## src/rtl/mem_access_stage_pkg.sv

```systemverilog
// Shared types for the memory-access pipeline stage: control word, memory op, FSM state.
package mem_access_stage_pkg;

    typedef enum logic [1:0] {
        MEM_OP_NONE = 2'd0,
        MEM_OP_LW   = 2'd1,
        MEM_OP_SW   = 2'd2
    } mem_op_t;

    typedef enum logic {
        IDLE   = 1'b0,
        ACCESS = 1'b1
    } mem_state_t;

    typedef struct packed {
        mem_op_t    mem_op;
        logic       reg_write;
        logic [4:0] rd;
    } f_dec_t;

    typedef struct packed {
        logic [31:0] pc;
        f_dec_t      f_dec;
    } instr_structure;

    function automatic logic is_mem_op(input mem_op_t op);
        return (op == MEM_OP_LW) || (op == MEM_OP_SW);
    endfunction

    // An aborted access is handed on as a store so write-back never writes rd.
    function automatic instr_structure suppress_wb(input instr_structure c);
        instr_structure r;
        r              = c;
        r.f_dec.mem_op = MEM_OP_SW;
        return r;
    endfunction

endpackage

```

## src/rtl/mem_access_stage_timeout_ctr.sv

```systemverilog
// Access watchdog: counts ACCESS cycles without ack and flags expiry (used with MEM_TIMEOUT_EN).
module mem_timeout_ctr #(
    parameter int unsigned LIMIT = 64
) (
    input  logic clk,
    input  logic rst,
    input  logic clear,
    input  logic tick,
    output logic expired
);
    localparam int unsigned CW = $clog2(LIMIT + 1);

    logic [CW-1:0] count;

    always_ff @(posedge clk or posedge rst) begin
        if (rst)
            count <= '0;
        else if (clear)
            count <= '0;
        else if (tick)
            count <= count + 1'b1;
    end

    // Fires during the LIMIT-th waiting cycle so the FSM leaves ACCESS on that edge.
    assign expired = tick && (count == CW'(LIMIT - 1));

endmodule

```

## src/rtl/mem_access_stage.sv

```systemverilog
// Memory stage between execute and write-back; LW/SW over a req/ack data-memory handshake.
// Optional access timeout is enabled by defining MEM_TIMEOUT_EN.
module mem_access_stage
    import mem_access_stage_pkg::*;
#(
    parameter int unsigned ADDR_W         = 32,
    parameter int unsigned TIMEOUT_CYCLES = 64
) (
    input  logic                clk,
    input  logic                rst,
    input  logic                done_in,
    input  logic [31:0]         alu_result_in,
    input  logic [31:0]         store_data_in,
    input  instr_structure      mem_iCont,
    output logic                stall_out,
    output logic                dmem_req,
    output logic                dmem_we,
    output logic [ADDR_W-1:0]   dmem_addr,
    output logic [31:0]         dmem_wdata,
    input  logic                dmem_ack,
    input  logic [31:0]         dmem_rdata,
    output logic [31:0]         lData,
    output logic [31:0]         result_fromALU,
    output instr_structure      wb_iCont,
    output logic                done_out,
    output logic                mem_err
);

    if (TIMEOUT_CYCLES < 1) begin : g_bad_timeout
        $error("TIMEOUT_CYCLES must be at least 1");
    end

    mem_state_t     state;
    logic [31:0]    alu_q;
    logic [31:0]    wdata_q;
    instr_structure cont_q;
    logic           accept_mem;
    logic           timeout_hit;

    assign accept_mem = (state == IDLE) && done_in && is_mem_op(mem_iCont.f_dec.mem_op);

`ifdef MEM_TIMEOUT_EN
    mem_timeout_ctr #(
        .LIMIT   (TIMEOUT_CYCLES)
    ) u_timeout (
        .clk     (clk),
        .rst     (rst),
        .clear   (accept_mem),
        .tick    ((state == ACCESS) && !dmem_ack),
        .expired (timeout_hit)
    );
`else
    assign timeout_hit = 1'b0;
`endif

    // Handshake outputs come straight from registered state, so reset drops dmem_req at once.
    assign stall_out  = (state == ACCESS);
    assign dmem_req   = (state == ACCESS);
    assign dmem_we    = (state == ACCESS) && (cont_q.f_dec.mem_op == MEM_OP_SW);
    assign dmem_addr  = {alu_q[ADDR_W-1:2], 2'b00};
    assign dmem_wdata = wdata_q;

    always_ff @(posedge clk or posedge rst) begin
        if (rst) begin
            state          <= IDLE;
            alu_q          <= '0;
            wdata_q        <= '0;
            cont_q         <= '0;
            lData          <= '0;
            result_fromALU <= '0;
            wb_iCont       <= '0;
            done_out       <= 1'b0;
            mem_err        <= 1'b0;
        end else begin
            // NOTE: pulse outputs default low each edge; non-blocking so every branch sees old state.
            done_out <= 1'b0;
            mem_err  <= 1'b0;
            case (state)
                IDLE: begin
                    if (done_in) begin
                        if (accept_mem) begin
                            alu_q   <= alu_result_in;
                            wdata_q <= store_data_in;
                            cont_q  <= mem_iCont;
                            state   <= ACCESS;
                        end else begin
                            result_fromALU <= alu_result_in;
                            wb_iCont       <= mem_iCont;
                            done_out       <= 1'b1;
                        end
                    end
                end
                ACCESS: begin
                    if (dmem_ack) begin
                        if (cont_q.f_dec.mem_op == MEM_OP_LW)
                            lData <= dmem_rdata;
                        result_fromALU <= alu_q;
                        wb_iCont       <= cont_q;
                        done_out       <= 1'b1;
                        state          <= IDLE;
                    end else if (timeout_hit) begin
                        result_fromALU <= alu_q;
                        wb_iCont       <= suppress_wb(cont_q);
                        done_out       <= 1'b1;
                        mem_err        <= 1'b1;
                        state          <= IDLE;
                    end
                end
                default: state <= IDLE;
            endcase
        end
    end

endmodule

```

## config.mk

```make
export PLATFORM = sky130hd
export DESIGN_NAME = mem_access_stage
export DESIGN_NICKNAME = d
export VERILOG_FILES = /design/src/rtl/mem_access_stage_pkg.sv /design/src/rtl/mem_access_stage_timeout_ctr.sv /design/src/rtl/mem_access_stage.sv
export SDC_FILE = /design/constraint.sdc
export NUM_CORES = 1
export LEC_CHECK = 0
export ABC_CLOCK_PERIOD_IN_PS = 10880
export CAP_MARGIN = 20
export CORE_ASPECT_RATIO = 1.2
export CORE_UTILIZATION = 46
export DETAILED_ROUTE_END_ITERATION = 8
export PLACE_DENSITY = 0.87
export SYNTH_ARGS = -nofsm -noshare
export SYNTH_HDL_FRONTEND = slang
export SYNTH_SLANG_ARGS = --single-unit
```

## constraint.sdc

```tcl
create_clock -name clk -period 10.88 [get_ports clk]
set_input_delay 3.264 -clock clk [delete_from_list [all_inputs] [get_ports clk]]
set_output_delay 3.264 -clock clk [all_outputs]
set_load 0.01 [all_outputs]
```

==> qor.yml, run 1 <==
power_and_ir_drop:
  leakage_nw: 5.22
  powerDensity_nw_per_um2: 239
  peakVddDrop_mv: 0.113
finish:
  fin_nets: 995
  multi_input_area_um2: 3210
  nFillCells: 1403
  ff_latch_area_um2: 5260
  areaGrowthSynthToFinish_pct: 40.0
  drive_gt1_share_pct: 20.7
  stdcell_area_um2: 12700
sta:
  hold_viol: 0
  post-route-period-util_pct: 49.2
  grt_setup_unrepaired: "false"
  setup_viol: 0
  period_minus_slack_ps: 5350
  final.setup.tns_ps: 0
  tightest_slew_ps: 990
  clock_skew_ps: 14.0
  slew_viol_final: 0
  max_freq_mhz: 187
  slew_headroom_pct: 34.0
clock_network:
  h-tree-depth: 1
  cts_made_buffers: 22
  postCtsSetupBuffers: 0
  clkSinkCount: 210
  cts-resized-gates: 0
  cts_max_path_buffers: 3
  cts_root_buf: "clkbuf_16"
  clock_latency_ps: 500
  cts_tree: "yes"
  cts.reportedPaths.clkPinSlew_ps: 60
  ctsHoldBuffers: 0
placed_design:
  hpwl_mm: 15.4
  placed_cell_area_um2: 12000
  portBuffers: 309
  routabilityCongestion: 0.759
route:
  finalWirelength_mm: 23.1
  drt_pass1_iterations: 7
  num_vias: 5929
  via_per_inst: 5.27
  drtIter0Drc: 268
  ant_nets: 0
  wl_per_cell_um: 20.5
  drt_drc_violations_left: 0
floorplanning:
  die_h_um: 156
  core_um2: 19100
  die_area_um2: 20300
  std_cell_rows: 55
  start_util_pct: 47.5
  die_w_um: 130
  pin_count: 313
grt:
  busiest_layer: "met2"
  gr-usage-met3_pct: 4.80
  grt_pass1_vias: 6266
  track_usage_pct: 22.3
  grtUsageMet2_pct: 37.7
  grt_use_met1_pct: 27.4
  grt_max_degree: 141
  grt_pass1_wl_mm: 35.1
  antenna_found_initial: 1
  grt_overflow: 0
worst_setup_path:
  cp-start-kind: "input pin"
  crit_path_cell_trace: "clkdlybuf4s50_1 -> xnor2_2 -> nor2_4 -> buf_12 -> mux2_2"
  crit_buf_inv: 2
  cpMaxStageDelayCell: "nor2_4"
  worstSetupPathType: "input pin to flop"
  timing.critical_path.required_ps: 11260
  crit_family: "buffers and inverters"
  crit_path_end_kind: "flop"
  path_depth: 5
  max_stage_delay_ps: 670
  crit_fanout: 77
  cp.arrival_ps: 5730
  reg2reg_depth: 4
yosys:
  synth_edf_count: 0
  synth-seq-cells: 210
  ys_warn_count: 0
  synth_cells: 586
  synth_top_area_cell: "dfrtp_1"
  netlist_area_um2: 9080
  ys_async_sr_fraction_pct: 100
  yosysUniqueCellTypes: 26
  netlist.area_leader.share_pct: 57.9
  ys_seq_area_share_pct: 57.9
  yosysMostFrequentCell: "dfrtp_1"
  synth_area_leaders: "dfrtp_1 58%, mux2_4 13%, o221a_1 8.7%"
  ys.flop_type: "dfrtp_1"
  synth_area_per_cell_um2: 15.5
  synth_commonest_cells: "210 x dfrtp_1, 80 x mux2_4, 71 x nand2b_1"
hold_path:
  hold_class: "flop to flop"
  hold_depth: 1
outcome:
  status: "finished clean"
job:
  drv_cap: 0
-- layout by cell type, fill, tap and decap left out --
cell,n
mux2_4,80
o21ai_0,2
xnor2_2,1
clkdlybuf4s50_1,309
bufinv_16,2
a21oi_1,1
inv_1,2
nand3b_1,1
o21bai_1,1
nand2b_1,71
nand2_2,1
mux2_2,54
a22o_1,1
buf_12,1
buf_4,5
a221oi_1,2
a21o_2,1
nor2b_1,1
clkbuf_1,4
clkinv_2,1
clkbuf_16,23
o22ai_1,3
clkinvlp_4,2
nor2_4,1
conb_1,3
nor2_1,5
inv_8,1
diode_2,1
dfrtp_1,210
nand2_1,3
clkbuf_8,6
and2_2,1
o221a_1,70
-- where the power goes --
| group | total [W] | switching [W] | leakage (nW) | internal [W] |
|---|---|---|---|---|
| sequential | 0.00120 | 0.000160 | 2.45 | 0.00104 |
| combinational | 0.00107 | 0.000379 | 2.41 | 0.000686 |
| clock | 0.000775 | 0.000302 | 0.364 | 0.000473 |
| total | 0.00304 | 0.000842 | 5.22 | 0.00220 |
-- metrics by stage --
stage	setup WS (ps)	total power (W)	utilization [%]	std cells	hold slack, ps
floorplan	1880	0.00173	-	588	472
finish	5530	0.00304	66.5	1126	502
CTS	5520	0.00307	66.4	1125	502
detailed placement	4990	0.00228	62.5	1087	485
global route	5380	0.00319	66.4	1125	513
global placement	5010	0.00224	62.5	1087	480
-- routing by layer --
layer,vias to the layer above,routed length (µm)
li1,2622,-
met1,3016,8890
met2,238,11700
met3,53,1570
met4,0,909
met5,-,0
-- flip-flops by register name (all words and copies together), names as in the netlist --
signal and count:
lData 32, done_out 1, cont_q 40, dmem_wdata 32, result_fromALU 32, wb_iCont 40
alu_q 32, dmem_req 1
-- cell type report --
class,count,area share [%]
flip-flops and latches,210,41.3
repair buffers,315,24.8
clock buffers,33,5.29
diodes,1,0.0197
multi-input cells,303,25.3
well taps,256,2.52
inverters,3,0.148
clock inverters,5,0.630
-- kinds of logic after synthesis --
family,share of synthesized area [%]
mux,19.9
simple gates,5.61
compound gates,9.51
xor+xnor,0.179
flops,57.9
other cells,0.0413
buf+inv,6.89
-- worst paths after layout --
path / startpoint / endpoint / slack [ps]
worst max-delay path: mem_iCont[6] / alu_q[3]$_DFFE_PP0P_ / 5530
worst min-delay path: cont_q[21]$_DFFE_PP0P_ / cont_q[21]$_DFFE_PP0P_ / 500
worst max register to register: dmem_req$_DFF_PP0_ / alu_q[3]$_DFFE_PP0P_ / 8260
worst min register to register: cont_q[21]$_DFFE_PP0P_ / cont_q[21]$_DFFE_PP0P_ / 500
max in group asynchronous: rst / wb_iCont[34]$_DFFE_PP0P_ / 6060
min in group asynchronous: rst / done_out$_DFF_PP0_ / 3340
Power figures use the tool's default switching activity.
==> run 2, diff against run 1 <==
--- a/config.mk
+++ b/config.mk
@@ -5,7 +5,7 @@
 export SDC_FILE = /design/constraint.sdc
 export NUM_CORES = 1
 export LEC_CHECK = 0
-export ABC_CLOCK_PERIOD_IN_PS = 10880
+export ABC_CLOCK_PERIOD_IN_PS = 5220
 export CAP_MARGIN = 20
 export CORE_ASPECT_RATIO = 1.2
 export CORE_UTILIZATION = 46
==> constraint.sdc (replaced) <==
create_clock -name clk -period 5.22 [get_ports clk]
set_input_delay 1.566 -clock clk [delete_from_list [all_inputs] [get_ports clk]]
set_output_delay 1.566 -clock clk [all_outputs]
set_load 0.01 [all_outputs]
==> qor.yml, run 2 (synthesis gave the netlist of run 1 again) <==
route:
  ant_nets: 0  # unchanged
  finalWirelength_mm: 24.3  # +5.2%
  drtIter0Drc: 313  # +17%
  num_vias: 5961  # +0.54%
  drt_drc_violations_left: 0  # unchanged
  drt_pass1_iterations: 5  # -2
  wl_per_cell_um: 21.5  # +5.0%
  via_per_inst: 5.28  # +0.36%
clock_network:
  clkSinkCount: 210  # unchanged
  cts_tree: "yes"
  cts_max_path_buffers: 3  # unchanged
  cts-resized-gates: 0  # unchanged
  cts_root_buf: "clkbuf_16"
  cts_made_buffers: 22  # unchanged
  cts.reportedPaths.clkPinSlew_ps: 60  # about the same
  h-tree-depth: 1  # unchanged
  postCtsSetupBuffers: 0  # unchanged
  clock_latency_ps: 500  # about the same
  ctsHoldBuffers: 0  # unchanged
worst_setup_path:
  timing.critical_path.required_ps: 3650  # -7610 ps
  cp.arrival_ps: 1830  # -3900 ps
  timing.rr.end: "dmem_wdata[17]$_DFFE_PP0P_"
  max_stage_delay_ps: 590  # -80 ps
  crit_path_end_kind: "output port"
  crit_fanout: 8  # -90%
  crit-reg2reg-launch: "dmem_req$_DFF_PP0_"
  crit_path_cell_trace: "nand2_1 -> nor2_1 -> clkdlybuf4s50_1"
  worstSetupPathType: "flop to output port"
  cp-start-kind: "flop"
  rrSetupSlack_ps: 2960  # -5300 ps
  cpMaxStageDelayCell: "clkdlybuf4s50_1"
  reg2reg_depth: 4  # unchanged
floorplanning:
  die_area_um2: 20300  # unchanged
  die_h_um: 156  # unchanged
  start_util_pct: 47.5  # unchanged
  die_w_um: 130  # unchanged
  std_cell_rows: 55  # unchanged
  pin_count: 313  # unchanged
  core_um2: 19100  # unchanged
placed_design:
  portBuffers: 309  # unchanged
  hpwl_mm: 15.8  # +3.1%
  dp_cells: 1088  # +0.092%
  routabilityCongestion: 0.752  # -0.80%
sta:
  grt_setup_unrepaired: "false"
  hold_viol: 0  # unchanged
  period_minus_slack_ps: 3390
  max_freq_mhz: 295
  slew_viol_final: 0  # unchanged
  setup_viol: 0  # unchanged
  slew_headroom_pct: 42.0  # +8.0 points
  post-route-period-util_pct: 65.0
  final.setup.tns_ps: 0  # unchanged
  tightest_slew_ps: 869  # -120 ps
  clock_skew_ps: 17.2  # +3.17 ps
finish:
  fin_cells: 1128  # +0.18%
  mostFrequentLayoutCells: "309 x clkdlybuf4s50_1, 210 x dfrtp_1, 80 x mux2_4"
  drive_gt1_share_pct: 21.1  # +0.44 points
  fin_nets: 996  # +0.10%
  areaGrowthSynthToFinish_pct: 41.4
  fin_util_pct: 67.1  # +0.68 points
  layout_commonest_cell: "clkdlybuf4s50_1"
  top_regs: "cont_q x40, wb_iCont x40"
  nFillCells: 1334  # -4.9%
grt:
  grt_overflow: 0  # unchanged
  track_usage_pct: 23.4  # +1.1 points
  grt_max_degree: 103  # -27%
  antenna_found_initial: 0  # -1
  grt_pass1_wl_mm: 36.5  # +4.1%
  grt_pass1_vias: 6434  # +2.7%
power_and_ir_drop:
  power.total_w: 0.00656  # +120%
  leakage_nw: 5.28  # +1.1%
  p_comb_share_pct: 34.1  # -0.9 points
  peakVddDrop_mv: 0.258  # +130%
  switching_share_pct: 27.5  # -0.10 points
  powerDensity_nw_per_um2: 511  # +110%
  clockPowerShare_pct: 27.3  # +1.8 points
  p_sw_w: 0.00181  # +110%
  seqPwrFrac_pct: 38.5  # -1.0 points
  p_int_w: 0.00475  # +120%
hold_path:
  hold_depth: 1  # unchanged
  holdPathEnd: "alu_q[0]$_DFFE_PP0P_"
  hold_start: "alu_q[0]$_DFFE_PP0P_"
  hold_class: "flop to flop"
job:
  drv_cap: 0  # unchanged
outcome:
  status: "finished clean"
run 2: worst max-delay path by stage:
stage                            start                             end  cells past startpoint
floorplan                          rst            alu_q[0]$_DFFE_PP0P_                      1
global placement          mem_iCont[6]        wb_iCont[16]$_DFFE_PP0P_                      5
detailed placement        mem_iCont[6]        wb_iCont[17]$_DFFE_PP0P_                      5
CTS                       mem_iCont[6]  result_fromALU[20]$_DFFE_PP0P_                      5
global route              mem_iCont[6]  result_fromALU[20]$_DFFE_PP0P_                      5
finish              dmem_req$_DFF_PP0_                         dmem_we                      3
run 2: stage by stage:
stage | setup slack (ps) | hold slack [ps] | cell area, µm²
6_report | 1830 | 500 | 12800
4_1_cts | 1800 | 501 | 12800
3_3_place_gp | 1380 | 481 | 12000
2_1_floorplan | 926 | 472 | 9090
3_5_place_dp | 1310 | 482 | 12000
5_1_grt | 1680 | 510 | 12800
run 2: area by class of cell:
cell class / instances / area, µm² / share of cell area (%)
sequential: 210 / 5260 / 40.9
inverter: 3 / 15.0 / 0.117
antenna: 2 / 5.00 / 0.0390
clock buffer: 27 / 621 / 4.83
timing repair buffer: 316 / 3200 / 24.9
clock inverter: 11 / 219 / 1.70
tap: 256 / 320 / 2.49
multi-input combinational: 303 / 3210 / 25.0
run 2: per-layer routing:
layer	up-vias	global-route usage (%)	wire length (µm)
met1	3064	28.4	9400
met4	0	8.97	703
met2	218	40.6	12800
met5	-	0	0
met3	48	4.60	1420
li1	2631	-	-
run 2: power by group through the flow:
stage,sequential (W),combinational [W],clock [W]
final,0.00253,0.00224,0.00179
after global placement,0.00251,0.00218,0
after floorplan,0.00264,0.000972,0
after global routing,0.00259,0.00236,0.00188
after detailed placement,0.00252,0.00225,0
after CTS,0.00253,0.00226,0.00182
run 2: critical path, delay by kind of cell (launching register included):
kind,cells,cell delay [ps]
flip-flops,1,550
buffers and inverters,1,590
AND/OR/NAND/NOR,2,200
==> run 3, diff against run 2 <==
--- a/config.mk
+++ b/config.mk
@@ -5,7 +5,7 @@
 export SDC_FILE = /design/constraint.sdc
 export NUM_CORES = 1
 export LEC_CHECK = 0
-export ABC_CLOCK_PERIOD_IN_PS = 5220
+export ABC_CLOCK_PERIOD_IN_PS = 3200
 export CAP_MARGIN = 20
 export CORE_ASPECT_RATIO = 1.2
 export CORE_UTILIZATION = 46
==> constraint.sdc (replaced) <==
create_clock -name clk -period 3.2 [get_ports clk]
set_input_delay 0.96 -clock clk [delete_from_list [all_inputs] [get_ports clk]]
set_output_delay 0.96 -clock clk [all_outputs]
set_load 0.01 [all_outputs]
==> qor.yml, run 3 (synthesis gave the netlist of run 1 again) <==
floorplanning:
  pin_count: 313  # unchanged
  core_um2: 19100  # unchanged
  start_util_pct: 47.5  # unchanged
  die_area_um2: 20300  # unchanged
  std_cell_rows: 55  # unchanged
  die_w_um: 130  # unchanged
  die_h_um: 156  # unchanged
finish:
  fin_nets: 1003  # +0.70%
  ff_latch_area_um2: 5260  # unchanged
  areaGrowthSynthToFinish_pct: 41.8
  multi_input_area_um2: 3210  # unchanged
  mostFrequentLayoutCells: "309 x clkdlybuf4s50_1, 210 x dfrtp_1, 80 x mux2_4"
  drive_gt1_share_pct: 21.3  # +0.15 points
  top_regs: "cont_q x40, wb_iCont x40"
  nFillCells: 1378  # +3.3%
  layout_commonest_cell: "clkdlybuf4s50_1"
sta:
  post-route-period-util_pct: 88.8
  final.setup.tns_ps: 0  # unchanged
  clock_skew_ps: 11.9  # -5.25 ps
  tightest_slew_ps: 528  # -342 ps
  slew_viol_final: 0  # unchanged
  fin_ws_ps: 360  # -1470 ps
  setup_viol: 0  # unchanged
  period_minus_slack_ps: 2840
  slew_headroom_pct: 64.8  # +23 points
  hold_viol: 0  # unchanged
  grt_setup_unrepaired: "false"
  worst_hold_slack_ps: 498  # -1.90 ps
  max_freq_mhz: 352
placed_design:
  hpwl_mm: 15.9  # +0.26%
  routabilityCongestion: 0.760  # +0.97%
  portBuffers: 309  # unchanged
  pre_cts_ws_ps: 346  # -960 ps
grt:
  track_usage_pct: 22.9  # -0.53 points
  grt_overflow: 0  # unchanged
  grt_pass1_wl_mm: 35.9  # -1.6%
  grt_max_degree: 95  # -7.8%
  grt_pass1_vias: 6437  # +0.047%
  antenna_found_initial: 1  # +1
outcome:
  status: "finished clean"
worst_setup_path:
  cp.arrival_ps: 1880  # +50 ps
  critPathLaunch: "dmem_req$_DFF_PP0_"
  timing.critical_path.required_ps: 2240  # -1410 ps
  cp-start-kind: "flop"
  crit-reg2reg-launch: "dmem_req$_DFF_PP0_"
  crit_path_end_kind: "output port"
  crit_fanout: 8  # unchanged
  worstSetupPathType: "flop to output port"
clock_network:
  h-tree-depth: 1  # unchanged
  cts_made_buffers: 22  # unchanged
  ctsHoldBuffers: 0  # unchanged
  clock_latency_ps: 500  # about the same
  clkSinkCount: 210  # unchanged
  cts_max_path_buffers: 3  # unchanged
  cts_tree: "yes"
  cts.reportedPaths.clkPinSlew_ps: 60  # about the same
  postCtsSetupBuffers: 0  # unchanged
  cts_root_buf: "clkbuf_16"
  cts-resized-gates: 0  # unchanged
route:
  drt_drc_violations_left: 0  # unchanged
  ant_nets: 0  # unchanged
  wl_per_cell_um: 20.6  # -4.4%
  via_per_inst: 5.30  # +0.25%
  drtIter0Drc: 313  # unchanged
  finalWirelength_mm: 23.4  # -3.8%
  drt_pass1_iterations: 4  # -1
  num_vias: 6013  # +0.87%
job:
  drv_cap: 0  # unchanged
power_and_ir_drop:
  powerDensity_nw_per_um2: 814  # +59%
  power.total_w: 0.0105  # +60%
  leakage_nw: 5.30  # +0.46%
  peakVddDrop_mv: 0.482  # +87%
hold_path:
  hold_start: "alu_q[1]$_DFFE_PP0P_"
  hold_class: "flop to flop"
## run 3: path summary, 6_finish.rpt
| kind | to | cells after the start | slack (ps) |
|---|---|---|---|
| max reg2reg | dmem_wdata[23]$_DFFE_PP0P_ | 4 | 1160 |
| max | dmem_we | 3 | 360 |
| max in group asynchronous | wb_iCont[26]$_DFFE_PP0P_ | 3 | 1610 |
| min | alu_q[1]$_DFFE_PP0P_ | 1 | 500 |
| min reg2reg | alu_q[1]$_DFFE_PP0P_ | 1 | 500 |
| min in group asynchronous | lData[16]$_DFFE_PP0P_ | 2 | 780 |
## run 3: layout make-up
class                      count  share of cell area, %
sequential                   210                   40.8
timing repair buffer         323                   25.6
multi-input combinational    303                   25.0
clock buffer                  32                   4.96
tap                          256                   2.49
clock inverter                 7                   1.05
inverter                       3                  0.117
antenna                        1                 0.0194
## run 3: metrics by stage
| step | std cells | util, % | cell area [µm²] |
|---|---|---|---|
| after detailed placement | 1095 | 63.3 | 12100 |
| after global routing | 1134 | 67.3 | 12900 |
| after CTS | 1134 | 67.3 | 12900 |
| after floorplan | 588 | - | 9090 |
| final | 1135 | 67.3 | 12900 |
| after global placement | 1095 | 63.3 | 12100 |
## run 3: critical path, cell delays in order, from the launching register on
cell and delay (ps):
dfrtp_1 610, nand2_1 90, nor2_1 100, clkdlybuf4s50_1 590
## run 3: power breakdown
| part | leakage, nW | internal, W | switching, W |
|---|---|---|---|
| registers | 2.45 | 0.00355 | 0.000550 |
| logic | 2.47 | 0.00237 | 0.00130 |
| clock network | 0.380 | 0.00170 | 0.00102 |
| total | 5.30 | 0.00762 | 0.00287 |
## run 3: metal layers
metal / share of wire [%] / vias up / global-route usage [%]
met1: 40 / 3114 / 28.4
met4: 2.8 / 0 / 7.92
li1: - / 2639 / -
met3: 6.1 / 42 / 4.70
met5: 0 / - / 0
met2: 51 / 218 / 39.3
==> patch (flow settings as in run 3) <==
Change the parameter `ADDR_W` from 32 to 28.
--- a/src/rtl/mem_access_stage.sv
+++ b/src/rtl/mem_access_stage.sv
@@ -5,3 +5,3 @@
 #(
-    parameter int unsigned ADDR_W         = 32,
+    parameter int unsigned ADDR_W         = 28,
     parameter int unsigned TIMEOUT_CYCLES = 64
Interface: changed (resized dmem_addr); port bits go from 313 to 309. No check against the original RTL was run, so the function may have changed too.
==> patch against run 3 <==
- via count is 1.3% lower
- final area decreased by 0.94%
- wire length decreased by 4.4%
- global-route usage fell by 0.74 points
- total power down 3.4%
- sequential power about the same
- clock skew is 0.0022 ns lower
- sequential cell count did not move
- utilization down 0.39 points
- combinational power down 2%
- synthesized area is 0.33% lower
- setup slack gained 0.15 ns
- critical endpoint unchanged
- synthesized cell count is 0.68% lower
==> patch: results (changes against run 3) <==
DP Area - 12100 µm² (-0.21%)
Ratio of cells with drive above 1 in the final layout - 0.216 (+0.00351)
Layout Nets - 1001 (-0.20%)
DR iter-0 viols - 238 (-24%)
Final clock skew - 0.00970 ns (-0.00220 ns)
Worst path max stage delay - 0.56 ns (-0.05 ns)
Total track usage - 0.221 (-0.00744)
Initial antenna violation count - 0 (-1)
Compound-gate portion of the synthesized area - 0.0954 (+0.000315)
Final GP Congestion - 0.757 (-0.41%)
First-pass GRT wire length - 35100 µm (-2.3%)
Hold Path Class - register to register
Area contributors post-synth - dfrtp_1 (58%), mux2_4 (13%), o221a_1 (8.7%)
Rel. slew slack - 0.666 (+0.0179)
Sequential area share after synthesis - 0.581 (+0.00192)
Synth Area in XOR/XNOR - 0.00180 (+0.00000594)
Max VDD drop - 458 µV (-5.0%)
Status - finished clean
Critical Path AT - 1.73 ns (-0.15 ns)
Routed length per instance - 19.8 µm (-3.9%)
Critical-path cell with the highest stage delay - clkdlybuf4s50_1
Crit path max-delay family - buffers and inverters
Leakage - 5.26 nW (-0.84%)
Setup bufs post-CTS - 0 (unchanged)
IO buf count - 305 (-1.3%)
Vias in the first global route - 6476 (+0.61%)
Largest net degree at the start of global routing - 86 (-9.5%)
DP HPWL - 15300 µm (-3.8%)
Ant diodes - 0 (-1)
==> patch: changes by cell type after synthesis, sizes merged <==
cell	delta
buf	-4
==> patch: path summary, 6_finish.rpt <==
path	depth (start not counted)	from	endpoint	slack (ns)
max reg2reg	4	dmem_req	alu_q[3]	1.30
max in group asynchronous	3	rst	cont_q[28]	1.59
max	3	dmem_req	dmem_we	0.51
min reg2reg	1	cont_q[8]	cont_q[8]	0.50
min	1	cont_q[8]	cont_q[8]	0.50
min in group asynchronous	2	rst	cont_q[1]	0.82
==> patch: per-layer routing <==
layer,wire [µm],global-route usage,part of all wire,vias to the layer above
met3,1660,0.0586,0.074,45
met4,615,0.0748,0.028,0
met2,11300,0.380,0.51,237
met1,8750,0.267,0.39,3023
li1,-,-,-,2629
met5,0,0,0,-
==> patch: cells by family after synthesis <==
group | count (synthesis)
other | 1
AO/OA/AOI/OAI | 81
XOR/XNOR | 1
buffers and inverters | 71
AND/OR/NAND/NOR | 84
multiplexers | 134
flip-flops | 210
==> patch: final cells by class <==
cell class / count / area [µm²]
clock inverters: 5 / 25.0
inverters: 3 / 15.0
clock buffers: 31 / 656
multi-input cells: 303 / 3210
flip-flops and latches: 210 / 5260
repair buffers: 321 / 3270
fillers: 1328 / 6300
well taps: 256 / 320
==> patch: power by group <==
group          internal (mW)  switching [mW]  total [mW]  leakage, nW
sequential              3.55           0.550        4.10         2.45
clock                   1.41            1.01        2.43        0.342
combinational           2.34            1.26        3.60         2.47
total                   7.30            2.83        10.1         5.26
==> patch: stage by stage <==
step / utilization / cells
floorplan: - / 584
global placement: 0.634 / 1093
detailed placement: 0.634 / 1093
CTS: 0.669 / 1129
global route: 0.669 / 1129
finish: 0.669 / 1129
